## config.mk

```make
export PLATFORM = sky130hd
export DESIGN_NAME = four_one_rr_mux_flat
export DESIGN_NICKNAME = d
export VERILOG_FILES = /design/src/rtl/four_one_rr_mux_pkg.sv /design/src/rtl/four_one_rr_mux_if.sv /design/src/rtl/four_one_rr_mux_rr_arbiter4.sv /design/src/rtl/four_one_rr_mux.sv /design/src/flat_wrapper.sv
export SDC_FILE = /design/constraint.sdc
export NUM_CORES = 1
export LEC_CHECK = 0
export BUFFER_PORTS_ARGS = -buffer_cell sky130_fd_sc_hd__buf_2
export CAP_MARGIN = 20
export CELL_PAD_IN_SITES_DETAIL_PLACEMENT = 0
export CELL_PAD_IN_SITES_GLOBAL_PLACEMENT = 1
export CORE_UTILIZATION = 31
export DETAILED_ROUTE_END_ITERATION = 10
export MAX_ROUTING_LAYER = met4
export PLACE_DENSITY_LB_ADDON = 0.2
export SKIP_LAST_GASP = 1
export SLEW_MARGIN = 30
export SYNTH_ARGS = -nofsm -noshare
export SYNTH_HDL_FRONTEND = slang
export SYNTH_SLANG_ARGS = --single-unit
export TNS_END_PERCENT = 30
```

## constraint.sdc

```tcl
create_clock -name clk -period 2.5 [get_ports clk]
set_input_delay 0.375 -clock clk [delete_from_list [all_inputs] [get_ports clk]]
set_output_delay 0.375 -clock clk [all_outputs]
set_load 0.01 [all_outputs]
```

## src/rtl/four_one_rr_mux_pkg.sv

```systemverilog
// -----------------------------------------------------------------------------
// four_one_rr_mux_pkg
// Shared constants and types for the 4:1 round-robin gathering mux.
// The lane index constants use the same encoding as the 1:4 demux select
// (sel = i means lane i), so a downstream demux can restore lane routing
// from out_sel.
//
// Contents:
//   NUM_LANES, SEL_W       lane count and lane-tag width
//   LANE0..LANE3           lane index constants
//   CNT_W, CNT_MAX         per-lane grant counter width / saturation value
//   mux_state_e            output register state (EMPTY / FULL)
//   next_lane()            2-bit wrapping successor of a lane index
// -----------------------------------------------------------------------------
package four_one_rr_mux_pkg;

  localparam int NUM_LANES = 4;
  localparam int SEL_W     = 2;

  localparam logic [SEL_W-1:0] LANE0 = 2'd0;
  localparam logic [SEL_W-1:0] LANE1 = 2'd1;
  localparam logic [SEL_W-1:0] LANE2 = 2'd2;
  localparam logic [SEL_W-1:0] LANE3 = 2'd3;

  localparam int         CNT_W   = 8;
  localparam logic [7:0] CNT_MAX = 8'hFF;

  // The state encoding is exactly out_valid: EMPTY = 0, FULL = 1.
  typedef enum logic {
    ST_EMPTY = 1'b0,
    ST_FULL  = 1'b1
  } mux_state_e;

  // Successor lane with natural 2-bit wrap (lane 3 -> lane 0).
  function automatic logic [SEL_W-1:0] next_lane(input logic [SEL_W-1:0] lane);
    return lane + 2'd1;
  endfunction

endpackage

```

## src/rtl/four_one_rr_mux_if.sv

```systemverilog
// -----------------------------------------------------------------------------
// four_one_rr_mux_if
// Handshake bundle between the four input lanes, the mux and the downstream
// consumer.
//
// Valid/ready rule for every channel in this bundle: a word moves on a rising
// clk edge exactly when valid and ready are both high in the cycle before it.
// The mux holds out_valid/out_data/out_sel stable until out_ready is seen.
// in_ready may depend combinationally on in_valid; the upstream side must not
// make in_valid depend on in_ready.
//
// Signals:
//   in_valid  [NUM_LANES]        per-lane valid, bit i = lane i
//   in_data   [NUM_LANES*WIDTH]  packed lane data, lane i at [i*WIDTH +: WIDTH]
//   in_ready  [NUM_LANES]        per-lane ready, at most one bit high
//   out_valid                    output register holds a word
//   out_data  [WIDTH]            registered word
//   out_sel   [SEL_W]            lane the word came from
//   out_ready                    downstream accepts the word
//
// Modports:
//   master  environment side (drives lanes and out_ready)
//   slave   mux side
// -----------------------------------------------------------------------------
interface four_one_rr_mux_if
  import four_one_rr_mux_pkg::*;
#(
  parameter int WIDTH = 8
);

  logic [NUM_LANES-1:0]       in_valid;
  logic [NUM_LANES*WIDTH-1:0] in_data;
  logic [NUM_LANES-1:0]       in_ready;
  logic                       out_valid;
  logic [WIDTH-1:0]           out_data;
  logic [SEL_W-1:0]           out_sel;
  logic                       out_ready;

  modport master (
    output in_valid,
    output in_data,
    output out_ready,
    input  in_ready,
    input  out_valid,
    input  out_data,
    input  out_sel
  );

  modport slave (
    input  in_valid,
    input  in_data,
    input  out_ready,
    output in_ready,
    output out_valid,
    output out_data,
    output out_sel
  );

endinterface

```

## src/rtl/four_one_rr_mux_rr_arbiter4.sv

```systemverilog
// -----------------------------------------------------------------------------
// rr_arbiter4
// Purely combinational 4-way round-robin arbiter. Lanes are scanned in the
// order ptr, ptr+1, ptr+2, ptr+3 (mod 4); the first requesting lane wins.
//
// Ports:
//   req       [4]  request per lane
//   ptr       [2]  highest-priority lane for this cycle
//   en        [1]  when low, the one-hot grant is forced to zero
//   grant     [4]  one-hot grant (zero when en is low or no request)
//   grant_idx [2]  index of the winning lane (LANE0 when no request)
//   any_grant [1]  at least one lane is requesting (independent of en)
// -----------------------------------------------------------------------------
module rr_arbiter4
  import four_one_rr_mux_pkg::*;
(
  input  logic [NUM_LANES-1:0] req,
  input  logic [SEL_W-1:0]     ptr,
  input  logic                 en,
  output logic [NUM_LANES-1:0] grant,
  output logic [SEL_W-1:0]     grant_idx,
  output logic                 any_grant
);

  logic [SEL_W-1:0] lane;

  always_comb begin
    grant_idx = LANE0;
    any_grant = 1'b0;
    lane      = LANE0;
    // Scan from the lowest-priority offset down to ptr itself so the last
    // hit, which is the one that sticks, is the highest-priority requester.
    for (int k = NUM_LANES - 1; k >= 0; k--) begin
      lane = ptr + SEL_W'(k);
      if (req[lane]) begin
        grant_idx = lane;
        any_grant = 1'b1;
      end
    end

    grant = '0;
    if (en && any_grant) begin
      grant[grant_idx] = 1'b1;
    end
  end

endmodule

```

## src/rtl/four_one_rr_mux.sv

```systemverilog
// -----------------------------------------------------------------------------
// four_one_rr_mux
// Sequential 4:1 round-robin multiplexer. Gathers words from four valid/ready
// input lanes and serialises them into one registered output channel tagged
// with the source lane (out_sel, same encoding as the 1:4 demux select).
//
// The output register loads whenever it is empty or being drained in the
// same cycle (load_en), giving one word per cycle at full throughput. The
// round-robin pointer moves to the lane after the one just served, so every
// continuously valid lane is served within four transfers.
//
// Ports:
//   clk          system clock, rising edge
//   rst          synchronous active-high reset
//   bus          four_one_rr_mux_if.slave (lanes in, tagged word out)
//   dbg_state    output register state (ST_EMPTY / ST_FULL)
//   dbg_ptr      current round-robin pointer
//   grant_count  [4*8] saturating per-lane transfer counters, lane i at
//                [i*8 +: 8]; present only when RR_MUX_GRANT_COUNT_EN is defined
//
// Build option: RR_MUX_GRANT_COUNT_EN adds the grant_count port and counters.
// -----------------------------------------------------------------------------
module four_one_rr_mux
  import four_one_rr_mux_pkg::*;
#(
  parameter int WIDTH = 8
) (
  input  logic                       clk,
  input  logic                       rst,
  four_one_rr_mux_if.slave           bus,
  output mux_state_e                 dbg_state,
  output logic [SEL_W-1:0]           dbg_ptr
`ifdef RR_MUX_GRANT_COUNT_EN
  ,
  output logic [NUM_LANES*CNT_W-1:0] grant_count
`endif
);

  mux_state_e           state_q;
  logic [WIDTH-1:0]     data_q;
  logic [SEL_W-1:0]     sel_q;
  logic [SEL_W-1:0]     ptr_q;

  logic                 load_en;
  logic                 arb_en;
  logic [NUM_LANES-1:0] grant;
  logic [SEL_W-1:0]     grant_idx;
  logic                 any_grant;
  logic                 xfer;
  logic [WIDTH-1:0]     lane_data;

  // Register can take a new word when empty or when its word leaves now.
  // out_ready while empty is therefore irrelevant.
  assign load_en = (state_q == ST_EMPTY) || bus.out_ready;

  // Ready is held low through reset so nothing is accepted and then lost.
  assign arb_en = load_en && !rst;

  rr_arbiter4 u_arb (
    .req       (bus.in_valid),
    .ptr       (ptr_q),
    .en        (arb_en),
    .grant     (grant),
    .grant_idx (grant_idx),
    .any_grant (any_grant)
  );

  assign bus.in_ready = grant;
  assign xfer         = |(bus.in_valid & grant);
  assign lane_data    = bus.in_data[grant_idx*WIDTH +: WIDTH];

  // Output register state machine. The state bit is out_valid itself.
  always_ff @(posedge clk) begin
    if (rst) begin
      state_q <= ST_EMPTY;
      data_q  <= '0;
      sel_q   <= LANE0;
      ptr_q   <= LANE0;
    end else if (load_en) begin
      if (xfer) begin
        state_q <= ST_FULL;
        data_q  <= lane_data;
        sel_q   <= grant_idx;
        ptr_q   <= next_lane(grant_idx);
      end else begin
        // Drained (or still empty) with nobody valid: data, tag and pointer
        // keep their last values.
        state_q <= ST_EMPTY;
      end
    end
  end

  assign bus.out_valid = (state_q == ST_FULL);
  assign bus.out_data  = data_q;
  assign bus.out_sel   = sel_q;
  assign dbg_state     = state_q;
  assign dbg_ptr       = ptr_q;

`ifdef RR_MUX_GRANT_COUNT_EN
  logic [CNT_W-1:0] cnt_q [NUM_LANES];

  // Counters stop at CNT_MAX instead of wrapping.
  always_ff @(posedge clk) begin
    for (int i = 0; i < NUM_LANES; i++) begin
      if (rst) begin
        cnt_q[i] <= '0;
      end else if (xfer && grant[i] && (cnt_q[i] != CNT_MAX)) begin
        cnt_q[i] <= cnt_q[i] + 8'd1;
      end
    end
  end

  for (genvar gi = 0; gi < NUM_LANES; gi++) begin : g_cnt_out
    assign grant_count[gi*CNT_W +: CNT_W] = cnt_q[gi];
  end
`endif

endmodule
```

## src/flat_wrapper.sv

```systemverilog
// flat-port wrapper written by rule: the top's interface ports become plain ports
module four_one_rr_mux_flat import four_one_rr_mux_pkg::*;
#(
  parameter int WIDTH = 8
)
  (clk, rst, dbg_state, dbg_ptr, bus_in_valid, bus_in_data, bus_out_ready, bus_in_ready, bus_out_valid, bus_out_data, bus_out_sel);
  four_one_rr_mux_if #(.WIDTH(WIDTH)) bus_i ();
  input  logic clk;
  input  logic rst;
  output mux_state_e dbg_state;
  output logic [SEL_W-1:0] dbg_ptr;
  input wire logic [$bits(bus_i.in_valid)-1:0] bus_in_valid;
  input wire logic [$bits(bus_i.in_data)-1:0] bus_in_data;
  input wire logic [$bits(bus_i.out_ready)-1:0] bus_out_ready;
  output wire logic [$bits(bus_i.in_ready)-1:0] bus_in_ready;
  output wire logic [$bits(bus_i.out_valid)-1:0] bus_out_valid;
  output wire logic [$bits(bus_i.out_data)-1:0] bus_out_data;
  output wire logic [$bits(bus_i.out_sel)-1:0] bus_out_sel;
  assign bus_i.in_valid = bus_in_valid;
  assign bus_i.in_data = bus_in_data;
  assign bus_i.out_ready = bus_out_ready;
  assign bus_in_ready = bus_i.in_ready;
  assign bus_out_valid = bus_i.out_valid;
  assign bus_out_data = bus_i.out_data;
  assign bus_out_sel = bus_i.out_sel;
  four_one_rr_mux #(.WIDTH(WIDTH)) u_core (.clk(clk), .rst(rst), .bus(bus_i), .dbg_state(dbg_state), .dbg_ptr(dbg_ptr));
endmodule
```

==> out/metrics.cfg <==
[sta]
drv_slew=0
slew_headroom_pct=64.1
worst_pin_slew_ns=0.537
layout_worst_path_cycle_share_pct=84.2
max_freq_ghz=0.475
hold_viol_final=0
rsz0062_at_grt=no
whs_ns=0.402
finalSetupViolations=0
period_needed_ns=2.10
fin_setup_tns_ns=0
fin_worst_skew_ns=0.00601

[synthesis]
synth_cell_types=27
avgSynthCellArea_um2=10.3
synthXorXnorAreaFrac_pct=0.999
async_reset_ff_share_pct=0
synthFlopType=dfxtp_1
ys_ff_latch=13
yosys.area_share.adder_pct=0
yosys.area.top_type=dfxtp_1
synth-simple-area-share_pct=27.7
synth_mux_area_share_pct=18.3
synth_top_family_by_area=simple AND/OR/NAND/NOR gates
yosysWarnings=0
ys_top_cells_by_count=mux2i_1 (16), dfxtp_1 (13), nand3b_1 (8), o221ai_1 (8), nor2_1 (7)
synth_compound_area_share_pct=17.7
yosysTopAreaCellShare_pct=29.7
synth.area.top_cells=dfxtp_1 (30%), mux2i_1 (18%), o221ai_1 (8.0%)
synth_area_um2=877
netlist_instances=85
yosysMostFrequentCell=mux2i_1
yosysSeqAreaShare_pct=29.7
synth_nets=124
synth-edff-count=0

[detailed_routing]
drc_errors=0
wire_per_inst_um=12.1
postRouteAntennaNets=0
first_pass_iters=3
drt_iter0_drc=5
drt-total-wl_um=2070
via_per_inst=4.91
vias=840

[status]
status=finished, final reports clean

[worst_setup_path]
critPathBufInv=1
worst-setup-path-type=flop to output pin
timing.rr.start=u_core.dbg_ptr[0]
path_depth=5
worstSetupStartpointType=flop
cp_cell_sequence=nor2b_2 -> nor4b_2 -> nor2_2 -> and3_1 -> buf_2
cp_top_family=simple AND/OR/NAND/NOR gates
cp_slowest_cell=nor2_2
r2r_slack_ns=0.60
worst_ep_arrival_time_ns=1.73
r2r_cells=6
cpPeakStageDelay_ns=0.43
path_max_fanout=10
required_ns=2.12
crit_path_start=u_core.dbg_ptr[0]
setup.worst_path.end_class=output pin
critical_path.endpoint=bus_in_ready[2]
reg2reg_to=u_core.bus.out_data[2]

[cts]
cts_setup_buffers=0
cts_root_buffer=clkbuf_4
clock_path_buffers=2
path_clk_slew_ns=0.07
postCtsHoldBufs=0
clk_latency_ns=0.27
cts_resized=0
clock-sinks=13
cts_buffers=3
cts_htree_levels=1
tritoncts=built

[placement]
place_hpwl_um=1610
routabilityCongestion=0.628
port-buffer-count=56

[die]
start_util_pct=34.2
num_rows=18
core_area_mm2=0.00257
die_area_mm2=0.00305
die_h_um=55.2
die_w_um=55.2
io_pins=57

[grt]
grt_pass1_wl_um=3020
grt.total_usage_pct=14.3
antenna_found_initial=0
grt_max_degree=16
grt_overflow=0
grt_pass1_vias=696

[final_layout]
nets=181
syn_to_final_growth_pct=34.4
diodes=0
drive_gt1_share_pct=52.5

[power]
power.density_mw_per_mm2=516
power.leakage_nw=0.600
ir_drop_mv=0.217

[hold_path]
hold_class=input pin to flop

[run]
maxCapViolations=0

==> routing by layer <==
metal  global-route usage, %  up-vias  part of all wire [%]
li1                        -      433                     -
met1                    19.1      368                    46
met2                    21.5       37                    46
met3                    2.46        2                   7.4
met4                    5.00        0                  0.48
met5                       -        -                     0
==> metrics by stage <==
step           cells  instance area [µm²]  power (mW)  util (%)  setup WS, ns
2_1_floorplan     85                  877       0.412         -         0.794
3_3_place_gp     167                 1150       0.487      44.9         0.463
3_5_place_dp     167                 1150       0.489      44.9         0.393
4_1_cts          171                 1180       0.616      45.9         0.354
5_1_grt          171                 1180       0.651      45.9         0.227
6_report         171                 1180       0.608      45.9         0.396
==> tightest hold or removal path: stages <==
cell,delay [ns]
buf_2,0.08
mux2i_1,0.05
o221ai_1,0.13
==> cells by family (layout without fill, tap and decap cells) <==
family | after synthesis | in the layout
and+or+nand+nor | 35 | 35
muxes | 16 | 16
AOI/OAI and AO/OA | 15 | 15
DFF | 13 | 13
buffers and inverters | 5 | 61
xor gates and xnor gates | 1 | 1
==> worst min path at each step <==
stage,from,cells after the start,slack (ns),end
after floorplan,u_core.bus.out_sel[0],2,0.48,u_core.bus.out_sel[0]
after global placement,u_core.bus.out_sel[1],2,0.44,u_core.bus.out_sel[1]
after detailed placement,u_core.bus.out_sel[1],2,0.45,u_core.bus.out_sel[1]
after CTS,bus_in_data[26],3,0.40,u_core.bus.out_data[2]
after global routing,bus_in_data[25],3,0.41,u_core.bus.out_data[1]
final,bus_in_data[26],3,0.40,u_core.bus.out_data[2]
==> where the power goes <==
group          switching (mW)  internal [mW]  leakage (nW)
Combinational           0.115          0.112         0.477
Sequential             0.0185          0.236         0.108
Clock                  0.0650         0.0616        0.0150
==> final cells by class <==
type,count,area [µm²]
sequential,13,260
timing repair buffer,57,288
fill,267,1390
multi-input combinational,67,567
tap,30,37.5
clock buffer,4,26.3
==> flip-flops by register name (all words and copies together), names as in the netlist <==
name,cells
u_core.bus.out_valid,1
u_core.bus.out_sel,2
u_core.dbg_ptr,2
u_core.bus.out_data,8
==> cell usage in the layout, fill, tap and decap left out, types with 2 or more instances in the layout <==
cell type  netlist  layout
nor2_1           7       7
mux2i_1         16      16
nand3b_1         8       8
nor2b_2          2       2
clkbuf_4         0       3
buf_2            0      56
dfxtp_1         13      13
nor2_2           2       2
nand2_1          2       2
and3_1           2       2
a21oi_1          2       2
nand2_2          2       2
o221ai_1         8       8
nor2b_1          3       3
nor4_2           2       2
No activity file was read; power rests on OpenSTA's default activity.
